<file path="src/rtl/uart_pkg.sv">
// Shared UART definitions: receive FSM states, frame geometry and the
// uart_ctrl register bit map used by both the RX and TX controllers.
package uart_pkg;

    localparam int OVERSAMPLE = 16;
    localparam int DATA_BITS  = 8;

    localparam int RX_CONTAINS_DATA = 2;
    localparam int TX_SENDING       = 1;
    localparam int TX_EN            = 0;

    typedef enum logic [1:0] {
        RX_IDLE,
        RX_START,
        RX_DATA,
        RX_STOP
    } rx_state_t;

endpackage

</file>
<file path="src/rtl/uart_baud_tick.sv">
// Free-running divider producing a one-cycle tick every CLK_DIV clocks
// (one oversample period). Shared by the receive and transmit paths.
module uart_baud_tick #(
    parameter int CLK_DIV = 27
) (
    input  logic clk,
    input  logic rst,
    output logic tick
);

    localparam int CW = (CLK_DIV > 1) ? $clog2(CLK_DIV) : 1;
    localparam logic [CW-1:0] LAST = CW'(CLK_DIV - 1);

    logic [CW-1:0] cnt;

    always_ff @(posedge clk or posedge rst) begin
        if (rst) begin
            cnt <= '0;
        end else if (cnt == LAST) begin
            cnt <= '0;
        end else begin
            cnt <= cnt + 1'b1;
        end
    end

    assign tick = (cnt == LAST);

endmodule

</file>
<file path="src/rtl/uart_rx_controller.sv">
// 16x oversampled 8N1 UART receiver with a one-entry holding buffer,
// valid/ready delivery to the SD side and sticky framing/overrun flags.
module uart_rx_controller
    import uart_pkg::*;
#(
    parameter int CLK_DIV    = 27,
    parameter int OVERSAMPLE = uart_pkg::OVERSAMPLE
) (
    input  logic       clk,
    input  logic       rst,
    input  logic       rx_serial,
    input  logic       sd_rx_ready,
    input  logic       err_clear,
    output logic [7:0] sd_rx_data,
    output logic       sd_rx_valid,
    output logic       uart_ctrl_rx_flag,
    output logic       ctrl_reg_en,
    output logic       rx_reg_en,
    output logic       frame_err,
    output logic       overrun_err
);

    localparam logic [3:0] SC_LAST  = 4'(OVERSAMPLE - 1);
    localparam logic [3:0] SC_MID   = 4'(OVERSAMPLE / 2 - 1);
    localparam logic [2:0] BIT_LAST = 3'(DATA_BITS - 1);

    logic       rx_meta;
    logic       rx_s;
    logic       tick;

    rx_state_t  state, state_nx;
    logic [3:0] sc, sc_nx;
    logic [2:0] bit_idx, bit_idx_nx;
    logic [7:0] shift, shift_nx;
    logic       stop_good;
    logic       stop_bad;

    logic       consume;
    logic       load;
    logic       overrun_set;
    logic       valid_nx;
    logic       frame_nx;
    logic       overrun_nx;
    logic       ctrl_pulse;

    // Synchronizers idle high so reset does not look like a start bit.
    always_ff @(posedge clk or posedge rst) begin
        if (rst) begin
            rx_meta <= 1'b1;
            rx_s    <= 1'b1;
        end else begin
            rx_meta <= rx_serial;
            rx_s    <= rx_meta;
        end
    end

    uart_baud_tick #(
        .CLK_DIV(CLK_DIV)
    ) u_baud_tick (
        .clk (clk),
        .rst (rst),
        .tick(tick)
    );

    always_ff @(posedge clk or posedge rst) begin
        if (rst) begin
            state   <= RX_IDLE;
            sc      <= '0;
            bit_idx <= '0;
            shift   <= '0;
        end else begin
            state   <= state_nx;
            sc      <= sc_nx;
            bit_idx <= bit_idx_nx;
            shift   <= shift_nx;
        end
    end

    always_comb begin
        state_nx   = state;
        sc_nx      = sc;
        bit_idx_nx = bit_idx;
        shift_nx   = shift;
        stop_good  = 1'b0;
        stop_bad   = 1'b0;
        if (tick) begin
            case (state)
                RX_IDLE: begin
                    if (!rx_s) begin
                        state_nx = RX_START;
                        sc_nx    = '0;
                    end
                end
                RX_START: begin
                    // Line back high at mid start bit means a glitch, not a frame.
                    if (sc == SC_MID) begin
                        if (rx_s) begin
                            state_nx = RX_IDLE;
                        end else begin
                            state_nx   = RX_DATA;
                            sc_nx      = '0;
                            bit_idx_nx = '0;
                        end
                    end else begin
                        sc_nx = sc + 1'b1;
                    end
                end
                RX_DATA: begin
                    if (sc == SC_LAST) begin
                        shift_nx = {rx_s, shift[7:1]};
                        sc_nx    = '0;
                        if (bit_idx == BIT_LAST) begin
                            state_nx = RX_STOP;
                        end else begin
                            bit_idx_nx = bit_idx + 1'b1;
                        end
                    end else begin
                        sc_nx = sc + 1'b1;
                    end
                end
                RX_STOP: begin
                    if (sc == SC_LAST) begin
                        stop_good = rx_s;
                        stop_bad  = !rx_s;
                        state_nx  = RX_IDLE;
                    end else begin
                        sc_nx = sc + 1'b1;
                    end
                end
                default: state_nx = RX_IDLE;
            endcase
        end
    end

    // A byte may load into a buffer that is being drained in the same cycle.
    assign consume     = sd_rx_valid & sd_rx_ready;
    assign load        = stop_good & (~sd_rx_valid | consume);
    assign overrun_set = stop_good & sd_rx_valid & ~consume;
    assign valid_nx    = load | (sd_rx_valid & ~consume);
    assign frame_nx    = stop_bad | (frame_err & ~err_clear);
    assign overrun_nx  = overrun_set | (overrun_err & ~err_clear);
    assign ctrl_pulse  = (valid_nx != sd_rx_valid)
                       | (stop_bad & ~frame_err)
                       | (overrun_set & ~overrun_err);

    always_ff @(posedge clk or posedge rst) begin
        if (rst) begin
            sd_rx_valid <= 1'b0;
            sd_rx_data  <= 8'h00;
            rx_reg_en   <= 1'b0;
            ctrl_reg_en <= 1'b0;
            frame_err   <= 1'b0;
            overrun_err <= 1'b0;
        end else begin
            sd_rx_valid <= valid_nx;
            if (load) begin
                sd_rx_data <= shift;
            end
            rx_reg_en   <= load;
            ctrl_reg_en <= ctrl_pulse;
            frame_err   <= frame_nx;
            overrun_err <= overrun_nx;
        end
    end

    assign uart_ctrl_rx_flag = sd_rx_valid;

endmodule
</file>
<file path="config.mk">
export PLATFORM = sky130hd
export DESIGN_NAME = uart_rx_controller
export DESIGN_NICKNAME = d
export VERILOG_FILES = /design/src/rtl/uart_pkg.sv /design/src/rtl/uart_baud_tick.sv /design/src/rtl/uart_rx_controller.sv
export SDC_FILE = /design/constraint.sdc
export NUM_CORES = 1
export LEC_CHECK = 0
export ABC_AREA = 1
export BUFFER_PORTS_ARGS = -buffer_cell sky130_fd_sc_hd__buf_2
export CORE_UTILIZATION = 57
export DETAILED_ROUTE_END_ITERATION = 8
export PLACE_DENSITY = 0.78
export SYNTH_ARGS = -nofsm -noshare
export SYNTH_HDL_FRONTEND = slang
export SYNTH_SLANG_ARGS = --single-unit
</file>
<file path="constraint.sdc">
create_clock -name clk -period 1.85 [get_ports clk]
set_input_delay 0.0925 -clock clk [delete_from_list [all_inputs] [get_ports clk]]
set_output_delay 0.0925 -clock clk [all_outputs]
set_load 0.005 [all_outputs]
</file>
# == Yosys cells after proc, flatten, opt, wreduce, memory -nomap -nowiden ==
# Cells that the tools add are included.
# totals
ff_bits,37
input_bits,5
output_inout_bits,14
word_cells,83
# classes
n_addsub,3
n_eq_ne,16
n_mux,24
n_bitwise,20
reduce_logical,7
# ops
cell,n
2-to-1 mux 4 bit,4
"inequality test 2 bit, second input constant",8
case mux 4 bit (4 select lines),1
2-to-1 mux 2 bit,6
2-to-1 mux 3 bit,4
AND reduction 6 bit,2
AND 1 bit,9
case mux 2 bit (4 select lines),1
2-to-1 mux 1 bit,6
OR 1 bit,6
case mux 3 bit (2 select lines),1
"adder 5 x 1 -> 5 bit, second input constant",1
"== test 5 bit, second input constant",1
2-to-1 mux 5 bit,1
NOT 1 bit,5
"adder 4 x 1 -> 4 bit, second input constant",1
"== test 2 bit, second input constant",2
"== test 4 x 3 -> 1 bit, second input constant",1
"== test 4 bit, second input constant",1
"adder 3 x 1 -> 3 bit, second input constant",1
"== test 3 bit, second input constant",1
AND reduction 3 bit,1
"== test 2 x 1 -> 1 bit, second input constant",1
zero test 2 bit,1
4 further kinds,4

# == Longest topological paths before layout ==
# Gate-level depths: netlist (run 1).
# depth
word_depth,9
ltp_mapped,10
depth_no_buf,9

# == Cells and area by module ==
# Synthesis (run 1) repeated with hierarchy kept, for this count alone.
# hier_totals
cells_unflattened,200
area_unflattened_um2,1778.0
# by_module_without_submodules
mod,n_inst,cells_each,area_each_um2,seq_area_each_um2
uart_rx_controller,1,170,1529.0,803.3
uart_baud_tick,1,30,249.0,125.1

# == Worst setup path before layout (run 1) ==
# No wires, ideal clock.
# synth_timing
path_type,register to register
startpoint,register u_baud_tick.cnt[0]
endpoint,register state[0]
setup_ns,0.123
arrival_ns,1.357
t_required_ns,1.727
slack_ns,0.370
path_stages_with_launch,10
path_buffers,1
synth_period_minus_slack_ns,1.480
cell_sequence,dfrtp_1 > inv_1 > ha_1 > nand2_1 > nor2_4 > buf_6 > nand2_1 > nor2_1 > nand2_1 > xor2_1
# synth_between
elab_chain_cells,2
# synth_lines
element,line,source
start: declaration,uart_baud_tick.sv:14,logic [CW-1:0] cnt;
start signal: assignment,uart_baud_tick.sv:22,cnt <= cnt + 1'b1;
== test 5 bit,uart_baud_tick.sv:26,assign tick = (cnt == LAST);
AND reduction 6 bit (no source line),n/a,
end signal: assignment,uart_rx_controller.sv:72,state <= state_nx;
end: declaration,uart_rx_controller.sv:31,"rx_state_t state, state_nx;"
# No other way between the ends.
# A chain may end at the register's enable or synchronous reset.

# == Worst setup path after layout (run 1) ==
# Same ends and word-level chain as after synthesis.

==> results of run 1 <==
## synth_stat cells
cell type	number
a21oi_1	6
buf_2	1
buf_4	1
buf_6	1
dfrtp_1	35
dfstp_2	2
ha_1	5
inv_1	18
inv_2	1
nand2_1	55
nand2_2	1
nand2_4	1
nand3_1	11
nand3_4	2
nand3b_1	1
nand4_1	3
nor2_1	15
nor2_2	2
nor2_4	2
nor2_8	2
o21ai_0	14
o21ai_1	7
o22ai_1	1
xnor2_1	1
xor2_1	4
## kinds of logic after synthesis
kind of cell	count (synthesis)
AOI/OAI and AO/OA	28
buffers and inverters	22
adders and majority gates	5
xor gates and xnor gates	5
and+or+nand+nor	95
DFF	37
## layout make-up
cell class | count | area share (%)
repair buffers | 22 | 6.42
clock buffers | 5 | 1.89
flip-flops and latches | 37 | 46.7
well taps | 31 | 1.95
clock inverters | 3 | 3.27
inverters | 19 | 3.59
multi-input cells | 133 | 36.2
## flip-flops by register name (all words and copies together), names as in the netlist, 3 cells and up, named ones only
register,count
shift,8
sc,4
sd_rx_data,8
bit_idx,3
u_baud_tick.cnt,5
## metrics by stage
| stage | utilization, % | hold WS (ns) | std cells | cell area, um2 |
|---|---|---|---|---|
| 6_report | 70.3 | 0.0222 | 250 | 1990 |
| 5_1_grt | 70.3 | 0.0377 | 250 | 1990 |
| 4_1_cts | 70.3 | 0.0160 | 250 | 1990 |
| 3_5_place_dp | 65.6 | 0.0603 | 239 | 1860 |
| 3_3_place_gp | 65.6 | 0.0522 | 239 | 1860 |
| 2_1_floorplan | - | 0.0970 | 192 | 1740 |
## worst max path at each step
stage	from	endpoint
after floorplan	u_baud_tick.cnt[0]	state[0]
after global placement	u_baud_tick.cnt[0]	state[0]
after detailed placement	u_baud_tick.cnt[0]	state[0]
after CTS	u_baud_tick.cnt[0]	state[0]
after global routing	u_baud_tick.cnt[0]	state[0]
final	u_baud_tick.cnt[0]	state[0]
## worst max-delay path, delay by kind of cell, from the launching register on
family	cells	cell delay, ns
xor+xnor	1	0.14
fa+ha+maj	1	0.16
flops	1	0.42
simple gates	5	0.77
buf+inv	1	0.07
## per-layer routing
| layer | vias to the layer above | global-route usage [%] | part of all wire (%) |
|---|---|---|---|
| li1 | 670 | - | - |
| met1 | 594 | 27.9 | 47 |
| met2 | 25 | 33.8 | 47 |
| met3 | 6 | 6.80 | 3.8 |
| met4 | 0 | 10.5 | 1.9 |
| met5 | - | 0 | 0 |
## timing repair
item	in CTS	in global routing
endpoints found under the hold margin	11	0
hold buffers	3	0
setup buffers	0	0
resized for setup	0	0
## where the power goes
| group | total [mW] | internal (mW) | switching, mW |
|---|---|---|---|
| sequential | 0.820 | 0.813 | 0.00622 |
| clock | 0.680 | 0.418 | 0.261 |
| combinational | 0.0363 | 0.0128 | 0.0235 |
==> impl_results.md, run 1 <==
* Area leader, netlist: dfrtp_1
* Layout cells sized above 1 at 18.3%
* Place WS at 0.200 ns
* I/O Pins at 19
* Mean Syn Cell Area at 9.08 um2
* Fin. max-slew vios at 0
* Worst-Skew Late Latency at 0.35 ns
* Rows at 19
* Hold EP: ctrl_reg_en
* Final Power at 1.54 mW
* Antenna cells at 0
* Max-cap viol count at 0
* CP Capture Type: flop
* Synth Area in Adders at 3.59%
* Routability cong. at 0.853
* Setup violators final at 0
* Buffers on Ports at 18
* CP max stage delay at 0.42 ns
* Routed vias/inst at 5.18
* Data arrival, critical path at 1.89 ns
* Crit path kind: reg -> reg
* Register area share after synthesis at 53.3%
* Hold Path Depth at 3
* Most common cell after layout, fill and taps aside: nand2_1
* Setup TNS at 0 ns
* Core Area at 0.00283 mm2
* First-pass GRT wire length at 5230 um
* Most frequent CP cell: nand2_1
* Critical R2R Launch: u_baud_tick.cnt[0]
* Die height at 57.3 um
* ANT nets after route at 0
* Fill cell count at 236
* Nets@finish at 228
* Critical R2R Capture: state[0]
* H-tree levels at 2
* Yosys warnings at 0
* Complex-gate fraction of the synthesized area at 8.11%
* Register Area at 928 um2
* Worst reg-to-reg setup slack at 0.19 ns
* Clk buf depth at 2
* Hold/Removal Path Class: in -> reg
* Hold Vio Cnt, Final at 0
* Setup ws final at 0.195 ns
* CTS root buf: clkbuf_4
* Yosys cell types at 25
* Worst r2r path cells at 8
* Worst Path Max Fanout at 11
* Post-DP HPWL at 2220 um
* Total CTS buffers at 5
* Final Cycle Share at 89.5%
* Die X at 57.3 um
* HP Start: sd_rx_ready
* Via count at 1295
* VDD IR max at 0.000377 V
* DRC at 4
* Vias in the first global route at 1220
* Largest net degree at the start of global routing at 30
* Area fraction of the dominant cell type after synthesis at 50.3%
* Slew margin rel. at 67.6%
* TritonRoute pass-1 iters at 7
* Failing checks: DRC
* Area occupied by multi-input gates at 719 um2
* Mapped Area at 0.00174 mm2
* Largest family of logic cells by synthesized area: simple AND/OR/NAND/NOR gates
* Slowest CP cell: dfrtp_1
* Setup crit start kind: flop
* Initial antenna violation count at 0
* Post-Syn Nets at 202
* Register bit total from synthesis at 37
* Pleak at 1.04 nW
* Fmax at 604 MHz
* Starting Density at 61.6%
* Skew final at 0.0121 ns
* Tmin final at 1.66 ns
* Xor/xnor cell area share of the yosys netlist at 2.51%
* Growth of design area from synthesis to finish at 14.1%
* Worst EP required at 2.09 ns
* Syn Inst Count at 192
* Synth area leaders: dfrtp_1 (50%), nand2_1 (12%), o21ai_0 (4.0%)
* Routed wire length at 3010 um
* Outcome: finished, violations left
* Grt ovf at 0
* Mux contribution to synthesized area at 0%
* Simple-gate share of the synthesized area at 27.1%
* Initial DRC count at 88
* Most frequent cells in the layout: nand2_1 (55), dfrtp_1 (35), inv_1 (18), buf_2 (18), nor2_1 (15)
* CTS tree: done
* Clk slew on worst S/H paths at 0.10 ns
* Total GRT Usage at 21.8%
* WL/cell at 12.0 um
* CP cell instances: inv_1, ha_1, nand2_1, nor2_4, nand2_1, nor2_1, nand2_1, xor2_1
* PwrDens at 772 mW/mm2
* Least-Margin Pin Slew at 0.485 ns
* RSZ-0062 raised after global routing: false
* CTS Sinks at 37
* Die area at 0.00328 mm2
Power figures use the tool's default switching activity.
==> run 2: changes to the inputs <==
--- a/config.mk
+++ b/config.mk
@@ -10,6 +10,7 @@
 export CORE_UTILIZATION = 57
 export DETAILED_ROUTE_END_ITERATION = 8
 export PLACE_DENSITY = 0.78
+export RECOVER_POWER = 100
 export SYNTH_ARGS = -nofsm -noshare
 export SYNTH_HDL_FRONTEND = slang
 export SYNTH_SLANG_ARGS = --single-unit
==> run 2 against run 1 <==
Compared with the run above: the flow still finishes with violations (DRC); non-clock buffer count is the same; flip-flop and latch count is the same; wire length grew 0.83%; clock power is essentially flat; global-route usage is the same; combinational power shrank 2%; die area is the same; largest cell class unchanged.
==> impl_results.md, run 2 (synthesized netlist as in run 1, its figures left out) <==
* Antenna cells at 0
* Die height at 57.3 um
* Routed wire length at 3030 um
* TritonRoute pass-1 iters at 7
* Initial DRC count at 96
* Post-CTS setup buffers at 0
* Data arrival, critical path at 1.89 ns
* Layout cells sized above 1 at 15.5%
* Worst-Skew Late Latency at 0.35 ns
* Via count at 1300
* Worst Path Max Fanout at 11
* Crit path capture: state[0]
* First-pass GRT wire length at 5230 um
* Most common cell after layout, fill and taps aside: nand2_1
* Critical R2R Capture: state[0]
* Die X at 57.3 um
* Setup crit start kind: flop
* Setup TNS at 0 ns
* Fin. max-slew vios at 0
* Failing checks: DRC
* Top sig layer: met4
* RSZ-0062 raised after global routing: false
* CP Capture Type: flop
* Least-Margin Pin Slew at 0.672 ns
* Largest net degree at the start of global routing at 30
* Final Cycle Share at 89.5%
* CTS Sinks at 37
* CTS Hold Bufs at 3
* Fmax at 604 MHz
* Routability cong. at 0.853
* Hold WS at 0.0226 ns
* CTS tree: done
* ANT nets after route at 0
* Nets@finish at 228
* Die area at 0.00328 mm2
* Setup ws final at 0.195 ns
* Most frequent cells in the layout: nand2_1 (56), dfrtp_1 (35), o21ai_0 (19)
* WL/cell at 12.1 um
* Tmin final at 1.66 ns
* H-tree levels at 2
* Rows at 19
* DRC at 4
* Hold/Removal Path Class: in -> reg
* Total CTS buffers at 5
* Skew final at 0.0130 ns
* Crit path kind: reg -> reg
* Initial antenna violation count at 0
* Total GRT Usage at 21.8%
* Slew margin rel. at 55.2%
* I/O Pins at 19
* Hold Vio Cnt, Final at 0
* Clk buf depth at 2
* Routed wire length on met2 at 1420 um
* PwrDens at 780 mW/mm2
* Starting Density at 61.6%
* Met1 WL at 1440 um
* Vias in the first global route at 1220
* Growth of design area from synthesis to finish at 12.9%
* Routed vias/inst at 5.20
* Worst EP required at 2.09 ns
* Setup violators final at 0
* VDD IR max at 0.000378 V
* Buffers on Ports at 18
* Outcome: finished, violations left
* Critical R2R Launch: u_baud_tick.cnt[0]
* Pleak at 1.02 nW
* Max-cap viol count at 0
* Place WS at 0.200 ns
* Largest registers: sd_rx_data: 8 flops, shift: 8 flops, u_baud_tick.cnt: 5 flops
* Clk slew on worst S/H paths at 0.10 ns
* Grt ovf at 0
* Post-DP HPWL at 2220 um
* Fill cell count at 246
* Worst r2r path cells at 8
* CTS root buf: clkbuf_4
* Core Area at 0.00283 mm2
* CP startpoint: u_baud_tick.cnt[0]
* Detail Route met3 WL at 115 um
* Worst reg-to-reg setup slack at 0.19 ns
* Post-CTS Resized at 0
==> run 2: cell types whose count changed in the layout (fill, tap and decap cells not counted), sizes merged <==
cell	before	now
clkbuf	5	11
buf	19	13
==> run 2: worst min path at each step <==
stage,from,to,cells after the start
final,sd_rx_ready,ctrl_reg_en,3
after global routing,sd_rx_ready,ctrl_reg_en,3
after CTS,sd_rx_ready,ctrl_reg_en,3
after detailed placement,rst,sc[3],2
after global placement,rst,sc[3],2
after floorplan,rx_serial,rx_meta,0
==> run 2: stage by stage <==
stage	instance area (um2)	instances	util, %	total power, mW
6_report	1970	250	69.6	1.53
5_1_grt	1970	250	69.6	1.58
4_1_cts	1990	250	70.3	1.55
3_5_place_dp	1860	239	65.6	0.868
3_3_place_gp	1860	239	65.6	0.867
2_1_floorplan	1740	192	-	0.855
==> run 2: worst max-delay path, stage by stage (launching register included) <==
cell     delay (ns)
dfrtp_1        0.42
inv_1          0.07
ha_1           0.16
nand2_1        0.09
nor2_4         0.27
nand2_1        0.14
nor2_1         0.18
nand2_1        0.09
xor2_1         0.14
==> run 2: power breakdown <==
part           switching (mW)  internal, mW
combinational          0.0235        0.0121
clock                   0.261         0.418
sequential            0.00616         0.813
total                   0.291          1.24
==> run 2: area by class of cell <==
type,count,area (um2),area share (%)
Clock buffer,5,37.5,1.91
Sequential cell,37,928,47.2
Multi-Input combinational cell,133,708,36.0
Tap cell,31,38.8,1.97
Timing Repair Buffer,22,119,6.04
Inverter,19,71.3,3.62
Clock inverter,3,65.1,3.31
==> run 2: routing by layer <==
layer / vias up / track usage, %
li1: 670 / -
met1: 599 / 27.9
met2: 25 / 33.8
met3: 6 / 6.80
met4: 0 / 10.5
met5: - / 0
==> run 3: changes to the inputs <==
--- a/config.mk
+++ b/config.mk
@@ -7,10 +7,11 @@
 export LEC_CHECK = 0
 export ABC_AREA = 1
 export BUFFER_PORTS_ARGS = -buffer_cell sky130_fd_sc_hd__buf_2
-export CORE_UTILIZATION = 57
+export CORE_UTILIZATION = 30
 export DETAILED_ROUTE_END_ITERATION = 8
-export PLACE_DENSITY = 0.78
+export GPL_TIMING_DRIVEN = 0
 export RECOVER_POWER = 100
+export REMOVE_ABC_BUFFERS = 1
 export SYNTH_ARGS = -nofsm -noshare
 export SYNTH_HDL_FRONTEND = slang
 export SYNTH_SLANG_ARGS = --single-unit
==> run 3 against run 2 <==
Compared with the run above: non-clock buffer count down 2; sequential power about the same; critical endpoint unchanged; clock skew down 0.0045 ns; largest cell class unchanged; critical path type unchanged; the run now ends clean.
==> impl_results.md, run 3 (synthesized netlist as in run 1, its figures left out) <==
* Outcome: complete, no violations
* Worst Path Max Fanout at 11
* Initial antenna violation count at 0
* Largest registers: sd_rx_data: 8 flops, shift: 8 flops, u_baud_tick.cnt: 5 flops
* Sequential share of power at 48.7%
* Least-Margin Pin Slew at 0.746 ns
* Fmax at 601 MHz
* Area occupied by multi-input gates at 708 um2
* Grt ovf at 0
* First-pass GRT wire length at 5470 um
* Starting Density at 31.5%
* I/O Pins at 19
* Most common cell after layout, fill and taps aside: nand2_1
* Nets@finish at 226
* Non-filler instance count after layout at 289
* Final Util at 36.7%
* TritonRoute pass-1 iters at 4
* Tmin final at 1.66 ns
* Initial DRC count at 33
* Post-DP HPWL at 2140 um
* Skew final at 0.00849 ns
* Clock Power Share at 49.3%
* Hold/Removal Path Class: in -> reg
* Final Power at 1.68 mW
* Buffers on Ports at 18
* Crit path kind: reg -> reg
* CTS root buf: clkbuf_8
* Fin. max-slew vios at 0
* Data arrival, critical path at 1.84 ns
* Total CTS buffers at 5
* RSZ-0062 raised after global routing: false
* Routability cong. at 0.806
* Clk slew on worst S/H paths at 0.08 ns
* Routed vias/inst at 4.52
* Max-cap viol count at 0
* PwrDens at 827 mW/mm2
* Hold Vio Cnt, Final at 0
* Pint at 1.36 mW
* Die X at 78.2 um
* ANT nets after route at 0
* Clk buf depth at 2
* Rows at 27
* Setup crit start kind: flop
* Setup TNS at 0 ns
* Design area at 0.00204 mm2
* Final Cycle Share at 90.0%
* # placed instances at 279
* H-tree levels at 2
* WL/cell at 10.2 um
* Combinational power share at 2.1%
* Switching Fraction at 19.2%
* Most frequent CP cell: nand2_1
* Antenna cells at 0
* Vias in the first global route at 1293
* Growth of design area from synthesis to finish at 16.8%
* Sw power at 0.324 mW
* Die area at 0.00612 mm2
* CP Capture Type: flop
* Pleak at 1.02 nW
* Worst-Skew Late Latency at 0.29 ns
* Most frequent cells in the layout: nand2_1 (55), dfrtp_1 (35), o21ai_0 (20)
* Via count at 1307
* CP max stage delay at 0.41 ns
* Worst EP required at 2.03 ns
* Layout cells sized above 1 at 15.7%
* Core Area at 0.00554 mm2
* DRC at 0
* Placed instance area at 0.00190 mm2
* Largest net degree at the start of global routing at 38
* Die height at 78.2 um
* VDD IR max at 0.000464 V
* CTS Sinks at 37
* Slew margin rel. at 50.2%
* Slowest CP cell: dfrtp_1
* Setup violators final at 0
* CP cell instances: inv_1, ha_1, nand2_1, nor2_4, nand2_1, nor2_1, nand2_1, xor2_1
* Fill cell count at 587
* Total GRT Usage at 11.3%
* Post-CTS setup buffers at 0
* Routed wire length at 2950 um
* Register Area at 928 um2
* CTS tree: done
[run 3: changes by cell type in the layout (fill, tap and decap cells not counted), sizes merged]
cell         delta
dlygate4sd3     -1
clkbuf          -1
[run 3: stage by stage]
stage / worst slack, ns / hold slack [ns]
final: 0.186 / 0.0149
after CTS: 0.174 / 0.0129
after floorplan: 0.376 / 0.0970
after global placement: 0.199 / 0.205
after global routing: 0.0254 / 0.0256
after detailed placement: 0.183 / 0.210
[run 3: layout make-up]
class | count | area share (%)
Clock inverter | 3 | 3.20
Multi-Input combinational cell | 133 | 34.8
Timing Repair Buffer | 20 | 5.10
Inverter | 19 | 3.50
Sequential cell | 37 | 45.6
Clock buffer | 5 | 3.38
Tap cell | 72 | 4.43
[run 3: final timing paths]
kind,start,end,slack [ns],cells past startpoint
setup / recovery,u_baud_tick.cnt[0],state[0],0.19,8
hold / removal,err_clear,frame_err,0.01,2
setup reg to reg,u_baud_tick.cnt[0],state[0],0.19,8
hold reg to reg,rx_meta,rx_s,0.36,0
max in group asynchronous,rst,sc[0],0.89,3
min in group asynchronous,rst,sd_rx_data[4],0.47,3
[run 3: timing repair]
| item | CTS | global route |
|---|---|---|
| hold endpoints to repair | 36 | 0 |
| hold buffers | 2 | 0 |
| resized for setup | 0 | 0 |
[run 3: critical path, delay by kind of cell (launching register included)]
family / cells / cell delay [ns]
XOR/XNOR: 1 / 0.15
adder cells (fa/ha/maj): 1 / 0.16
buffers and inverters: 1 / 0.07
flip-flops: 1 / 0.41
AND/OR/NAND/NOR: 5 / 0.76
[run 3: routing by layer]
layer	vias up	share of wire, %	wire length, um	global-route usage (%)
li1	667	-	-	-
met1	608	50	1480	14.7
met2	24	44	1280	17.3
met3	8	3.5	104	2.21
met4	0	2.5	75	6.67
met5	-	0	0	0
[run 3: power groups by stage]
stage                     combinational [mW]  sequential, mW  clock (mW)
after floorplan                       0.0208           0.834           0
after global placement                0.0328           0.835           0
after detailed placement              0.0333           0.835           0
after CTS                             0.0365           0.819       0.846
after global routing                  0.0410           0.820       0.876
final                                 0.0346           0.819       0.829
